[src/rtl/fp32_pkg.sv]
// Shared FP32 types and constants for the vector-path reducers.
// Latency: n/a (types only).
// Backpressure: n/a.
package fp32_pkg;

    typedef struct packed {
        logic        sign;
        logic [7:0]  exp;
        logic [22:0] mant;
    } fp32_t;

    localparam fp32_t FP32_POS_ZERO = '{sign: 1'b0, exp: 8'h00, mant: 23'h0};
    localparam fp32_t FP32_NEG_ZERO = '{sign: 1'b1, exp: 8'h00, mant: 23'h0};

    typedef enum logic [1:0] {
        IDLE  = 2'd0,
        ACCUM = 2'd1,
        HOLD  = 2'd2
    } pool_state_e;

endpackage

[src/rtl/fp32_min_cmp.sv]
// Combinational FP32 minimum of a and b, sign-magnitude ordering; ties favour a.
// Latency: 0 cycles (pure combinational).
// Backpressure: none.
module fp32_min_cmp
    import fp32_pkg::*;
(
    input  fp32_t a,
    input  fp32_t b,
    output fp32_t min_out,
    output logic  a_wins
);

    logic [30:0] mag_a;
    logic [30:0] mag_b;
    logic        both_zero;

    assign mag_a     = {a.exp, a.mant};
    assign mag_b     = {b.exp, b.mant};
    // +0 and -0 are equal regardless of sign
    assign both_zero = (mag_a == 31'd0) && (mag_b == 31'd0);

    // a wins when a <= b; NaN/Inf fall through as plain bit patterns
    always_comb begin
        a_wins = 1'b0;
        if (both_zero) begin
            a_wins = 1'b1;
        end else if (a.sign != b.sign) begin
            a_wins = a.sign;
        end else if (!a.sign) begin
            a_wins = (mag_a <= mag_b);
        end else begin
            a_wins = (mag_a >= mag_b);
        end
    end

    assign min_out = a_wins ? a : b;

endmodule

[src/rtl/fp32_min_pool.sv]
// Streaming FP32 min-pool: reduces every WINDOW accepted elements to one minimum.
// Latency: result valid the cycle after the last element is accepted; one window per WINDOW+1 cycles.
// Backpressure: holds result (in_ready=0) until out_ready; no overlap with next window.
// Optional: define FP32_MIN_POOL_ARGMIN_EN to add out_index (position of the minimum).
module fp32_min_pool
    import fp32_pkg::*;
#(
    parameter  int WINDOW = 4,
    localparam int CNT_W  = $clog2(WINDOW) + 1
) (
    input  logic             clk,
    input  logic             rst_n,
    input  logic             in_valid,
    output logic             in_ready,
    input  logic [31:0]      in_data,
    output logic             out_valid,
    input  logic             out_ready,
    output logic [31:0]      out_data,
`ifdef FP32_MIN_POOL_ARGMIN_EN
    output logic [CNT_W-1:0] out_index,
`endif
    output logic             busy
);

    pool_state_e      state;
    logic [CNT_W-1:0] count;
    fp32_t            acc;
    fp32_t            cmp_min;
    logic             acc_wins;
    logic             accept;
    logic             deliver;
    logic             last_elem;

`ifdef FP32_MIN_POOL_ARGMIN_EN
    logic [CNT_W-1:0] idx;
    assign out_index = idx;
`endif

    fp32_min_cmp u_cmp (
        .a       (acc),
        .b       (fp32_t'(in_data)),
        .min_out (cmp_min),
        .a_wins  (acc_wins)
    );

    assign accept    = in_valid && in_ready;
    assign deliver   = out_valid && out_ready;
    // count equals the 0-based position of the element being accepted
    assign last_elem = (count == CNT_W'(WINDOW - 1));
    assign out_data  = acc;

    // Reduction FSM; in_ready/out_valid/busy are registered with the state
    always_ff @(posedge clk) begin
        if (!rst_n) begin
            state     <= IDLE;
            count     <= '0;
            acc       <= FP32_POS_ZERO;
            in_ready  <= 1'b1;
            out_valid <= 1'b0;
            busy      <= 1'b0;
`ifdef FP32_MIN_POOL_ARGMIN_EN
            idx       <= '0;
`endif
        end else begin
            case (state)
                IDLE: begin
                    if (accept) begin
                        acc   <= fp32_t'(in_data);
                        count <= CNT_W'(1);
                        busy  <= 1'b1;
`ifdef FP32_MIN_POOL_ARGMIN_EN
                        idx   <= '0;
`endif
                        if (WINDOW == 1) begin
                            state     <= HOLD;
                            in_ready  <= 1'b0;
                            out_valid <= 1'b1;
                        end else begin
                            state <= ACCUM;
                        end
                    end
                end
                ACCUM: begin
                    if (accept) begin
                        // only a strictly smaller element replaces the earlier one
                        if (!acc_wins) begin
                            acc <= cmp_min;
`ifdef FP32_MIN_POOL_ARGMIN_EN
                            idx <= count;
`endif
                        end
                        count <= count + CNT_W'(1);
                        if (last_elem) begin
                            state     <= HOLD;
                            in_ready  <= 1'b0;
                            out_valid <= 1'b1;
                        end
                    end
                end
                HOLD: begin
                    if (deliver) begin
                        state     <= IDLE;
                        count     <= '0;
                        in_ready  <= 1'b1;
                        out_valid <= 1'b0;
                        busy      <= 1'b0;
                    end
                end
                default: begin
                    state     <= IDLE;
                    count     <= '0;
                    in_ready  <= 1'b1;
                    out_valid <= 1'b0;
                    busy      <= 1'b0;
                end
            endcase
        end
    end

endmodule
[config.mk]
export PLATFORM = sky130hd
export DESIGN_NAME = fp32_min_pool
export DESIGN_NICKNAME = d
export VERILOG_FILES = /design/src/rtl/fp32_pkg.sv /design/src/rtl/fp32_min_cmp.sv /design/src/rtl/fp32_min_pool.sv
export SDC_FILE = /design/constraint.sdc
export NUM_CORES = 1
export LEC_CHECK = 0
export ABC_CLOCK_PERIOD_IN_PS = 3100
export BUFFER_PORTS_ARGS = -buffer_cell sky130_fd_sc_hd__buf_2
export CAP_MARGIN = 40
export CELL_PAD_IN_SITES_DETAIL_PLACEMENT = 0
export CELL_PAD_IN_SITES_GLOBAL_PLACEMENT = 1
export CORE_ASPECT_RATIO = 0.7
export CORE_MARGIN = 8
export CORE_UTILIZATION = 38
export CTS_CLUSTER_SIZE = 12
export DETAILED_ROUTE_END_ITERATION = 8
export GPL_TIMING_DRIVEN = 0
export MAX_ROUTING_LAYER = met4
export PLACE_DENSITY = 0.84
export SLEW_MARGIN = 10
export SYNTH_ARGS = -nofsm -noshare
export SYNTH_HDL_FRONTEND = slang
export SYNTH_SLANG_ARGS = --single-unit
export TNS_END_PERCENT = 50
[constraint.sdc]
create_clock -name clk -period 3.1 [get_ports clk]
set_input_delay 0.62 -clock clk [delete_from_list [all_inputs] [get_ports clk]]
set_output_delay 0.62 -clock clk [all_outputs]
set_load 0.005 [all_outputs]
==> results of run 1 <==
path summary, 6_finish.rpt:
path / start / endpoint / slack [ns] / cells after the start
max: in_data[26] / out_data[30]$_SDFFE_PN0P_ / 0.45 / 11
min: count[1]$_SDFFE_PN0P_ / count[1]$_SDFFE_PN0P_ / 0.48 / 2
max reg2reg: out_data[26]$_SDFFE_PN0P_ / out_data[30]$_SDFFE_PN0P_ / 0.57 / 9
min reg2reg: count[1]$_SDFFE_PN0P_ / count[1]$_SDFFE_PN0P_ / 0.48 / 2
metal layers:
layer	vias to the layer above	global-route usage (%)	routed length, um
met2	72	23.0	3120
li1	1276	-	-
met5	-	-	0
met3	5	3.51	419
met1	1134	21.0	3780
met4	0	3.80	34
sequential cells by signal, indices dropped and copies added (netlist names):
| register | cells |
|---|---|
| state | 2 |
| in_ready | 1 |
| busy | 1 |
| count | 3 |
| out_data | 32 |
| out_valid | 1 |
cell usage after synthesis, types with 2 or more instances:
cell / instances / area (um2)
a211oi_1: 3 / 22.5
a21boi_0: 2 / 15.0
a21o_1: 3 / 22.5
a21oi_1: 13 / 65.1
a221oi_1: 2 / 17.5
and2_1: 2 / 12.5
and4_1: 5 / 43.8
buf_6: 3 / 33.8
clkbuf_1: 10 / 37.5
dfxtp_1: 40 / 801
ha_1: 33 / 413
inv_1: 36 / 135
mux2i_1: 32 / 320
nand2_1: 70 / 263
nand3_1: 5 / 25.0
nand4_1: 6 / 37.5
nand4b_1: 2 / 17.5
nor2_1: 5 / 18.8
nor2b_1: 4 / 25.0
nor3_1: 3 / 15.0
nor4_1: 16 / 100
o21ai_0: 9 / 45.0
o21bai_1: 2 / 15.0
logic make-up (layout without fill, tap and decap cells):
| group | after synthesis | count (layout) | synth area share, % |
|---|---|---|---|
| fa+ha+maj | 33 | 33 | 15.7 |
| flops | 40 | 40 | 30.4 |
| simple gates | 127 | 127 | 24.4 |
| mux | 32 | 32 | 12.2 |
| buf+inv | 50 | 127 | 8.04 |
| compound gates | 40 | 40 | 9.27 |
worst max-delay path: cells and delay by family:
family          cells  cell delay (ns)
compound gates      4             0.79
fa+ha+maj           1             0.31
buf+inv             3             0.34
mux                 1             0.22
simple gates        2             0.58
report_power, final:
| part | internal, mW | total [mW] | switching [mW] |
|---|---|---|---|
| clock | 0.182 | 0.366 | 0.184 |
| sequential | 0.558 | 0.606 | 0.0478 |
| combinational | 0.161 | 0.344 | 0.183 |
| total | 0.901 | 1.32 | 0.415 |
layout by cell type (no fill, tap or decap), drive strengths merged, types with 3 or more instances in the layout:
master	n
nor3	3
and4	5
clkbuf	19
nor2	5
a211oi	3
nor2b	4
ha	33
nand2	70
nand3	6
mux2i	32
a21o	3
dfxtp	40
buf	72
o21ai	10
inv	36
nor4	17
a21oi	13
nand4	6
area by class of cell:
type | instances | area [um2] | area share (%)
sequential | 40 | 801 | 25.1
timing repair buffer | 69 | 345 | 10.8
multi-input combinational | 232 | 1620 | 50.8
inverter | 36 | 135 | 4.24
buffer | 14 | 76.3 | 2.40
tap | 94 | 118 | 3.69
clock buffer | 8 | 90.1 | 2.83
==> results.md, run 1 <==
* Status: complete, no violations
* CTS clk-pin slew, worst paths at approximately 0.08 ns
* Largest net degree at the start of global routing at 12
* Post-route core utilization at between 40% and 50%
* Worst setup SP type: input pin
* Crit-path cells: buf_2 -> inv_1 -> ha_1 -> a41oi_1 -> o21ai_0 -> a221oi_1 -> o21ai_1 -> or3b_1 -> nand3_4 -> buf_6 -> mux2i_1
* Yosys cell types at 39
* DP HPWL at approximately 6000 um
* Worst-margin pin slew at approximately 0.52 ns
* First-pass GRT wire length at about 12000 um
* CTS tree: done
* Die height at between 80 and 90 um
* Setup TNS at 0 ns
* Top_reg_cell synth: dfxtp_1
* Post-Syn Nets at 391
* Die Area at a little under 10000 um2
* Critical-path maximum fanout at 10
* Final instance area at between 3000 and 4000 um2
* # port buffers at 69
* Initial Util at ~39%
* Hold WS at 0.480 ns
* Top-level I/O count at between 70 and 80
* Antenna violations before repair at 0
* CP max stage cell: or3b_1
* Hold-fix buffers, CTS at 0
* Classification of the worst setup path: input pin to flip-flop
* Final setup fails at 0
* Setup ws final at about 0.45 ns
* Slew margin rel. at between 60% and 70%
* Final cell count without fillers at 493
* Gr ovfl total at 0
* HP Class: flip-flop to flip-flop
* Fmax at around 0.38 GHz
* Longest Clk Path Bufs at 2
* Dpl cell area at between 3000 and 4000 um2
* Routed wire per std cell at 14.9 um
* Worst VDD drop at between 0.15 and 0.2 mV
* Detailed-route DRC error count at 0
* GPL Wtd Cong at approximately 0.84
* CP required at between 3 and 4 ns
* GRT Total Usage at 15.6%
* Ratio of cells with drive above 1 in the final layout at approximately a fifth
* Number of global-route vias before repair at 2450
* Die Wd at 115 um
* DR pass1 iterations at 6
* Root Driver: clkbuf_8
* Yosys reg bits at 40
* Setup Skew at 0.00771 ns
* Filler cells at 683
* Tcrit/Tclk final at 85.5%
* Power per Cell Area at roughly 410 nW/um2
* Place WS at ~0.14 ns
* Async S/R FF share, synth at 0%
* Via Count at 2487
* Area Growth Syn to Fin at 21.0%
* Tmin final at about 2.7 ns
* CTS Buf Count at 5
* Static Leak at between 1.5 and 2 nW
* Detail Route Antenna Nets at 0
* Syn avg cell area at 8.17 um2
* Maxcap violations at 0
* Slowest stage delay, CP at 0.43 ns
* Cell count after synthesis at 322
* Crit end category: flip-flop
* RSZ-0062 raised after global routing: false
* Data arrival, critical path at approximately 2.9 ns
* Dpl cells at ~490
* Worst-Skew Late Latency at between 0.2 and 0.3 ns
* Fin. max-slew vios at 0
* Post-CTS setup buffers at 0
* Final WL at about 7400 um
* Maximum level of the CTS H-tree at 2
* Post-DR vias/cell at roughly 5.0
* Endpoints failing hold at 0
* Nets at between 400 and 500
* Register area share after synthesis at between 30 and 40%
* Sink Count at 40
* # diodes at 0
* Post-synth EDFFs at 0
* # rows at 25
* Final Power at 1.32 mW
* Mapped Area at approximately 2600 um2
* Synth warn at 0
* Initial DRC count at approximately 90
* Post-CTS sizing at 0
* Core area at a little under 7000 um2
No activity file was read; power rests on OpenSTA's default activity.
==> run 2: changes to the inputs <==
ABC_AREA = 1   (was default)
CORE_UTILIZATION = 37   (was 38)
CTS_CLUSTER_DIAMETER = 200   (was default)
PLACE_DENSITY = 0.85   (was 0.84)
==> run 2 against run 1 <==
Sequential power rose by 2%. Flip-flop and latch count did not move. Critical endpoint is now out_data[3]$_SDFFE_PN0P_. First-iteration DRC count rose by 31%. Global-route usage fell by 0.76 points. Cell count rose by 23%.
==> results.md, run 2 <==
* Cell mode on critical path: nand2_1
* Gr ovfl total at 0 (unchanged)
* Worst hold stages at 2 (unchanged)
* Top_reg_cell synth: dfxtp_1
* Longest Clk Path Bufs at 2 (unchanged)
* HP Class: flip-flop to flip-flop
* Buf/Inv on CP at 4 (+1)
* Classification of the worst setup path: input pin to flip-flop
* Antenna violations before repair at 0 (unchanged)
* Nets at 574 (+23%)
* Synth top cells by count: nand2_1 (98), nor2_1 (68), inv_1 (56), a21oi_1 (48), dfxtp_1 (40)
* Routed wire per std cell at 12.8 um (-14%)
* Detail Route Antenna Nets at 0 (unchanged)
* Ratio of cells with drive above 1 in the final layout at 20.2% (-0.39 points)
* Worst-margin pin slew at 0.500 ns (-0.0192 ns)
* Tmin final at 2.30 ns (-0.347 ns)
* Initial Util at 38.6% (-0.49 points)
* CP Depth at 19 (+8)
* Static Leak at 1.92 nW (+16%)
* Compound-Gate Fraction of Synth Area at 10.4% (+1.2 points)
* Final setup fails at 0 (unchanged)
* Share of the synthesized area in the top cell type at 28.1% (-2.4 points)
* Setup Skew at 0.00621 ns (-0.00149 ns)
* GRT Total Usage at 14.8% (-0.76 points)
* Number of global-route vias before repair at 2699 (+10%)
* Final WL at 7710 um (+4.9%)
* CTS clk-pin slew, worst paths at 0.08 ns (about the same)
* Commonest non-fill, non-tap cell in the layout: nand2_1
* Post-CTS setup buffers at 0 (unchanged)
* # rows at 26 (+4.0%)
* Most frequent cell after synthesis: nand2_1
* Xor/xnor share of the synthesized area at 0% (unchanged)
* Hold-fix buffers, CTS at 0 (unchanged)
* CTS Buf Count at 5 (unchanged)
* Post-synth EDFFs at 0 (unchanged)
* R2r setup slk at 0.93 ns (+0.36 ns)
* Die height at 89.5 um (+4.5%)
* Worst setup SP type: input pin
* First-pass GRT wire length at 12800 um (+6.7%)
* Detailed-route DRC error count at 0 (unchanged)
* Crit-path cells: buf_2 -> inv_1 -> ha_1 -> nand2_1 -> nor2_1 -> inv_1 -> nor2_1 -> nand2_1 -> nand2_1 -> nand2_1 -> nand2_1 -> nand2_1 -> nand2_2 -> nand3_4 -> nand2_8 -> buf_6 -> nand3_1 -> nand2_1 -> nor2_1
* Die Wd at 121 um (+4.8%)
* Fmax at 0.434 GHz (+15%)
* Post-CTS sizing at 0 (unchanged)
* Worst VDD drop at 0.188 mV (+6.3%)
* Post-DR vias/cell at 4.70 (-6.8%)
* CP max stage cell: ha_1
* Fin. max-slew vios at 0 (unchanged)
* Sink Count at 40 (unchanged)
* Die Area at 10800 um2 (+9.5%)
* Setup TNS at 0 ns (unchanged)
* Core area at 7380 um2 (+9.8%)
* Largest delay share family, worst path: simple AND/OR/NAND/NOR gates
* DR pass1 iterations at 4 (-2)
* Power per Cell Area at 446 nW/um2 (+7.8%)
* CP endpoint: out_data[3]$_SDFFE_PN0P_
* Largest net degree at the start of global routing at 13 (+1)
* CP required at 3.29 ns (-0.03 ns)
* Mapped Area at 2850 um2 (+8.4%)
* CTS tree: done
* Endpoints failing hold at 0 (unchanged)
* Initial DRC count at 117 (+31%)
* Data arrival, critical path at 2.49 ns (-0.38 ns)
* # diodes at 0 (unchanged)
* Proportion of synthesized area in mux cells at 0% (-12 points)
* Root Driver: clkbuf_8
* Synth warn at 0 (unchanged)
* Slew margin rel. at 66.7% (+1.8 points)
* # port buffers at 69 (unchanged)
* Maxcap violations at 0 (unchanged)
* Post-Syn Nets at 498 (+27%)
* Yosys top cell by area: dfxtp_1
* Area Growth Syn to Fin at 20.8%
* R2r startpoint: out_data[14]$_SDFFE_PN0P_
* Synth Area in Simple Gates at 35.5% (+11 points)
* Critical-path maximum fanout at 10 (unchanged)
* GPL Wtd Cong at 0.818 (-2.3%)
* Tcrit/Tclk final at 74.3% (-11 points)
* Post-synthesis adder-cell area fraction at 14.5% (-1.2 points)
* Via Count at 2841 (+14%)
* Worst Setup SP: in_data[14]
* Largest register FFs at 32 (unchanged)
* Yosys cell types at 25 (-36%)
* Maximum level of the CTS H-tree at 2 (unchanged)
* Top-level I/O count at 71 (unchanged)
* Cell count after synthesis at 429 (+33%)
* Syn avg cell area at 6.65 um2 (-19%)
* Worst-Skew Late Latency at 0.29 ns (about the same)
* DP HPWL at 6000 um (+0.33%)
* Most frequent cells in the layout: nand2_1 (98), buf_2 (73), nor2_1 (68)
* Synth top area cells: dfxtp_1 (28%), ha_1 (14%), nand2_1 (13%)
* Largest family of logic cells by synthesized area: simple AND/OR/NAND/NOR gates
* RSZ-0062 raised after global routing: false
* Slowest stage delay, CP at 0.29 ns (-0.14 ns)
* R2r worst-path depth at 17 (+8)
* Register area share after synthesis at 28.1% (-2.4 points)
* Post-route core utilization at 46.7% (-0.67 points)
* Status: complete, no violations
* Yosys reg bits at 40 (unchanged)
* Crit end category: flip-flop
* FF-to-FF End: out_data[3]$_SDFFE_PN0P_
* Async S/R FF share, synth at 0% (unchanged)
[run 2: cell types whose count changed after synthesis, sizes merged, moves of 20 or more]
cell | previous run | this run
mux2i | 32 | 0
a21oi | 13 | 50
inv | 36 | 56
nor2 | 5 | 70
nand3 | 6 | 41
nand2 | 70 | 100
[run 2: stage by stage]
stage	hold slack [ns]	area (um2)	power [mW]	cells	setup slack (ns)
2_1_floorplan	0.435	2850	0.922	429	0.899
3_3_place_gp	0.448	3320	1.07	596	0.535
5_1_grt	0.505	3450	1.65	604	0.537
6_report	0.466	3450	1.54	604	0.795
3_5_place_dp	0.458	3320	1.07	596	0.480
4_1_cts	0.471	3450	1.56	604	0.780
[run 2: layout make-up]
type / count / area, um2
Clock inverter: 1 / 30.0
Clock buffer: 7 / 96.3
Buffer: 17 / 118
Tap cell: 98 / 123
Fill cell: 801 / 3940
Inverter: 56 / 210
Sequential cell: 40 / 801
Multi-Input combinational cell: 316 / 1720
Timing Repair Buffer: 69 / 345
[run 2: report_power, final]
part | internal [mW] | switching, mW | leakage (nW)
Combinational | 0.189 | 0.253 | 1.52
Sequential | 0.565 | 0.0506 | 0.332
Clock | 0.285 | 0.195 | 0.0645
[run 2: routing by layer]
| layer | part of all wire, % | GRT usage (%) | up-vias |
|---|---|---|---|
| met5 | 0 | - | - |
| met4 | 0.44 | 2.37 | 0 |
| met3 | 5.8 | 3.60 | 5 |
| met2 | 41 | 21.7 | 62 |
| met1 | 53 | 20.4 | 1245 |
| li1 | - | - | 1529 |
[run 2: how the worst min path moves through the flow]
stage / startpoint / to / slack (ns)
after floorplan: count[2]$_SDFFE_PN0P_ / count[2]$_SDFFE_PN0P_ / 0.44
after global placement: count[2]$_SDFFE_PN0P_ / count[2]$_SDFFE_PN0P_ / 0.45
after detailed placement: count[2]$_SDFFE_PN0P_ / count[2]$_SDFFE_PN0P_ / 0.46
after CTS: count[2]$_SDFFE_PN0P_ / count[2]$_SDFFE_PN0P_ / 0.47
after global routing: count[1]$_SDFFE_PN0P_ / count[1]$_SDFFE_PN0P_ / 0.51
final: count[2]$_SDFFE_PN0P_ / count[2]$_SDFFE_PN0P_ / 0.47
[run 2: kinds of logic (layout without fill, tap and decap cells)]
kind of cell               count (synthesis)  count (layout)
adders and majority gates                 33              33
and+or+nand+nor                          226             226
AOI/OAI and AO/OA                         57              57
buffers and inverters                     73             150
DFF                                       40              40
[run 2: worst register-to-register path, stage by stage (launching register included)]
cell	delay, ns
dfxtp_1	0.34
ha_1	0.30
nand2_1	0.07
nor2_1	0.21
inv_1	0.07
nor2_1	0.13
nand2_1	0.06
nand2_1	0.06
nand2_1	0.06
nand2_1	0.05
nand2_1	0.06
nand2_2	0.08
nand3_4	0.09
nand2_8	0.12
buf_6	0.15
nand3_1	0.09
nand2_1	0.09
nor2_1	0.04
==> run 3: changes to the inputs <==
ABC_CLOCK_PERIOD_IN_PS = 2330   (was 3100)
clock period = 2.33 ns   (was 3.1 ns; I/O delays follow)
==> run 3 against run 2 <==
Flip-flop and latch count stayed put. Critical path depth is 2 lower. Sequential share of layout area is 0.99 points lower. Clock skew is 0.0010 ns higher. Highest routed layer unchanged. Worst setup slack worse by 0.59 ns. Sequential power is 34% higher. Global-route usage stayed put. Worst hold slack worse by 0.0014 ns.
==> results.md, run 3 (synthesis results as in run 2) <==
* Status: complete, no violations
* Flop pwr share at 38.8% (-1.3 points)
* DR pass1 iterations at 4 (unchanged)
* Combinational power share at 31.0% (+2.2 points)
* FF-to-FF End: out_data[5]$_SDFFE_PN0P_
* Tcrit/Tclk final at 91.3%
* CP max stage cell: dfxtp_1
* Initial DRC count at 181 (+55%)
* Tmin final at 2.13 ns
* Antenna violations before repair at 0 (unchanged)
* Most frequent cells in the layout: nand2_1 (94), buf_2 (73), nor2_1 (65)
* Crit-path cells: ha_1 -> nand2_1 -> nor2_2 -> inv_1 -> nor2_2 -> nand2_1 -> nand2_1 -> nand2_1 -> nand2_1 -> nand2_1 -> nand2_2 -> nand3_4 -> nand2_8 -> clkbuf_16 -> nand3_1 -> nand2_1 -> nor2_1
* Crit end category: flip-flop
* GPL Wtd Cong at 0.818 (unchanged)
* Core area at 7380 um2 (unchanged)
* Worst-margin pin slew at 0.525 ns (+0.0256 ns)
* # diodes at 0 (unchanged)
* Die height at 89.5 um (unchanged)
* R2r setup slk at 0.20 ns (-0.73 ns)
* Critical-path maximum fanout at 7 (-3)
* R2r startpoint: out_data[11]$_SDFFE_PN0P_
* CTS Buf Count at 5 (unchanged)
* Storage element area at 816 um2 (+1.9%)
* Final WL at 8090 um (+4.8%)
* Data arrival, critical path at 2.32 ns (-0.17 ns)
* Slew margin rel. at 65.0% (-1.7 points)
* Hold WS at 0.465 ns (-0.00135 ns)
* Post-DR vias/cell at 4.72 (+0.45%)
* P_int at 1.43 mW (+37%)
* Dpl cell area at 3320 um2 (unchanged)
* CTS tree: done
* Filler cells at 785 (-2.0%)
* Sw Ratio at 32.9% (+0.54 points)
* Sink Count at 40 (unchanged)
* CP required at 2.52 ns (-0.77 ns)
* Largest delay share family, worst path: simple AND/OR/NAND/NOR gates
* Longest Clk Path Bufs at 2 (unchanged)
* Maxcap violations at 0 (unchanged)
* P_sw at 0.702 mW (+41%)
* Setup Skew at 0.00721 ns (+0.000997 ns)
* Routed wire per std cell at 13.3 um (+3.8%)
* Die Area at 10800 um2 (unchanged)
* Clock power share at 30.2% (-1.0 points)
* Via Count at 2882 (+1.4%)
* Fin. max-slew vios at 0 (unchanged)
* Worst VDD drop at 0.255 mV (+36%)
* Maximum level of the CTS H-tree at 2 (unchanged)
* Detail Route Antenna Nets at 0 (unchanged)
* HP Class: flip-flop to flip-flop
* Endpoints failing hold at 0 (unchanged)
* Slowest stage delay, CP at 0.34 ns (+0.05 ns)
* Met3 Use GR at 3.60% (unchanged)
* Fmax at 0.470 GHz
* Worst setup SP type: flip-flop
* Final instance area at 3670 um2 (+6.4%)
* CP Depth at 17 (-2)
* Ratio of cells with drive above 1 in the final layout at 25.6% (+5.4 points)
* Final setup fails at 0 (unchanged)
* Commonest non-fill, non-tap cell in the layout: nand2_1
* Initial Util at 38.6% (unchanged)
* Setup TNS at 0 ns (unchanged)
* # port buffers at 69 (unchanged)
* Buf/Inv on CP at 2 (-2)
* First-pass GRT wire length at 12800 um (unchanged)
* Largest register FFs at 32 (unchanged)
* Classification of the worst setup path: flip-flop to flip-flop
* Nets at 580 (+1.0%)
* Root Driver: clkbuf_8
* Worst Setup SP: out_data[11]$_SDFFE_PN0P_
* Setup ws final at 0.203 ns (-0.593 ns)
* CP endpoint: out_data[5]$_SDFFE_PN0P_
* Top-level I/O count at 71 (unchanged)
* GRT Total Usage at 14.8% (unchanged)
* DP HPWL at 6000 um (unchanged)
* Multi-input logic area at 1840 um2 (+6.7%)
* Number of global-route vias before repair at 2699 (unchanged)
* R2r worst-path depth at 17 (unchanged)
* Detailed-route DRC error count at 0 (unchanged)
* Place WS at -0.136 ns (-0.616 ns)
* GR peak layer: met2
* Worst-Skew Late Latency at 0.29 ns (about the same)
* M2 GR Usage at 21.7% (unchanged)
* # rows at 26 (unchanged)
* Met1 GRT Util at 20.4% (unchanged)
* Area Growth Syn to Fin at 28.6%
* Gr ovfl total at 0 (unchanged)
* Die Wd at 121 um (unchanged)
* Power per Cell Area at 581 nW/um2 (+30%)
* Largest net degree at the start of global routing at 13 (unchanged)
* CTS clk-pin slew, worst paths at 0.09 ns (about the same)
* Static Leak at 1.99 nW (+3.4%)
* Cell mode on critical path: nand2_1
[run 3: per-layer routing]
| layer | routed length [um] | vias to the layer above |
|---|---|---|
| met4 | 34 | 0 |
| li1 | - | 1543 |
| met5 | 0 | - |
| met1 | 4180 | 1270 |
| met3 | 487 | 5 |
| met2 | 3380 | 64 |
[run 3: final cells by class]
cell class                 instances  share of cell area, %
clock inverter                     1                  0.819
inverter                          56                   5.73
buffer                            17                   3.65
tap                               98                   3.34
clock buffer                       7                   2.63
multi-input combinational        317                   50.2
timing repair buffer              74                   11.4
sequential                        40                   22.2
[run 3: worst min path at each step]
stage                           from               endpoint  cells past startpoint
3_3_place_gp   count[2]$_SDFFE_PN0P_  count[2]$_SDFFE_PN0P_                      2
4_1_cts        count[2]$_SDFFE_PN0P_  count[2]$_SDFFE_PN0P_                      2
6_report       count[2]$_SDFFE_PN0P_  count[2]$_SDFFE_PN0P_                      2
3_5_place_dp   count[2]$_SDFFE_PN0P_  count[2]$_SDFFE_PN0P_                      2
5_1_grt        count[1]$_SDFFE_PN0P_  count[1]$_SDFFE_PN0P_                      2
2_1_floorplan  count[2]$_SDFFE_PN0P_  count[2]$_SDFFE_PN0P_                      2
[run 3: repair_timing]
action	4_1_cts	5_1_grt
endpoints found under the setup margin	0	32
buffers inserted	0	3
hold buffers	0	0
gates resized for setup	0	31
[run 3: worst register-to-register path: cells and delay by family (launching register included)]
kind	cells	cell delay [ns]
fa+ha+maj	1	0.29
flops	1	0.34
buf+inv	2	0.24
simple gates	14	1.15
[run 3: power by group through the flow]
| stage | clock, mW | sequential [mW] | combinational [mW] |
|---|---|---|---|
| floorplan | 0 | 0.830 | 0.397 |
| detailed placement | 0 | 0.836 | 0.593 |
| CTS | 0.661 | 0.820 | 0.596 |
| global placement | 0 | 0.834 | 0.584 |
| finish | 0.642 | 0.827 | 0.660 |
| global route | 0.684 | 0.839 | 0.754 |
[run 3: metrics by stage]
stage	std cells	utilization [%]	total power, mW
after global routing	610	49.7	2.28
after floorplan	429	-	1.23
after CTS	604	46.7	2.08
after global placement	596	45.0	1.42
after detailed placement	596	45.0	1.43
final	610	49.7	2.13
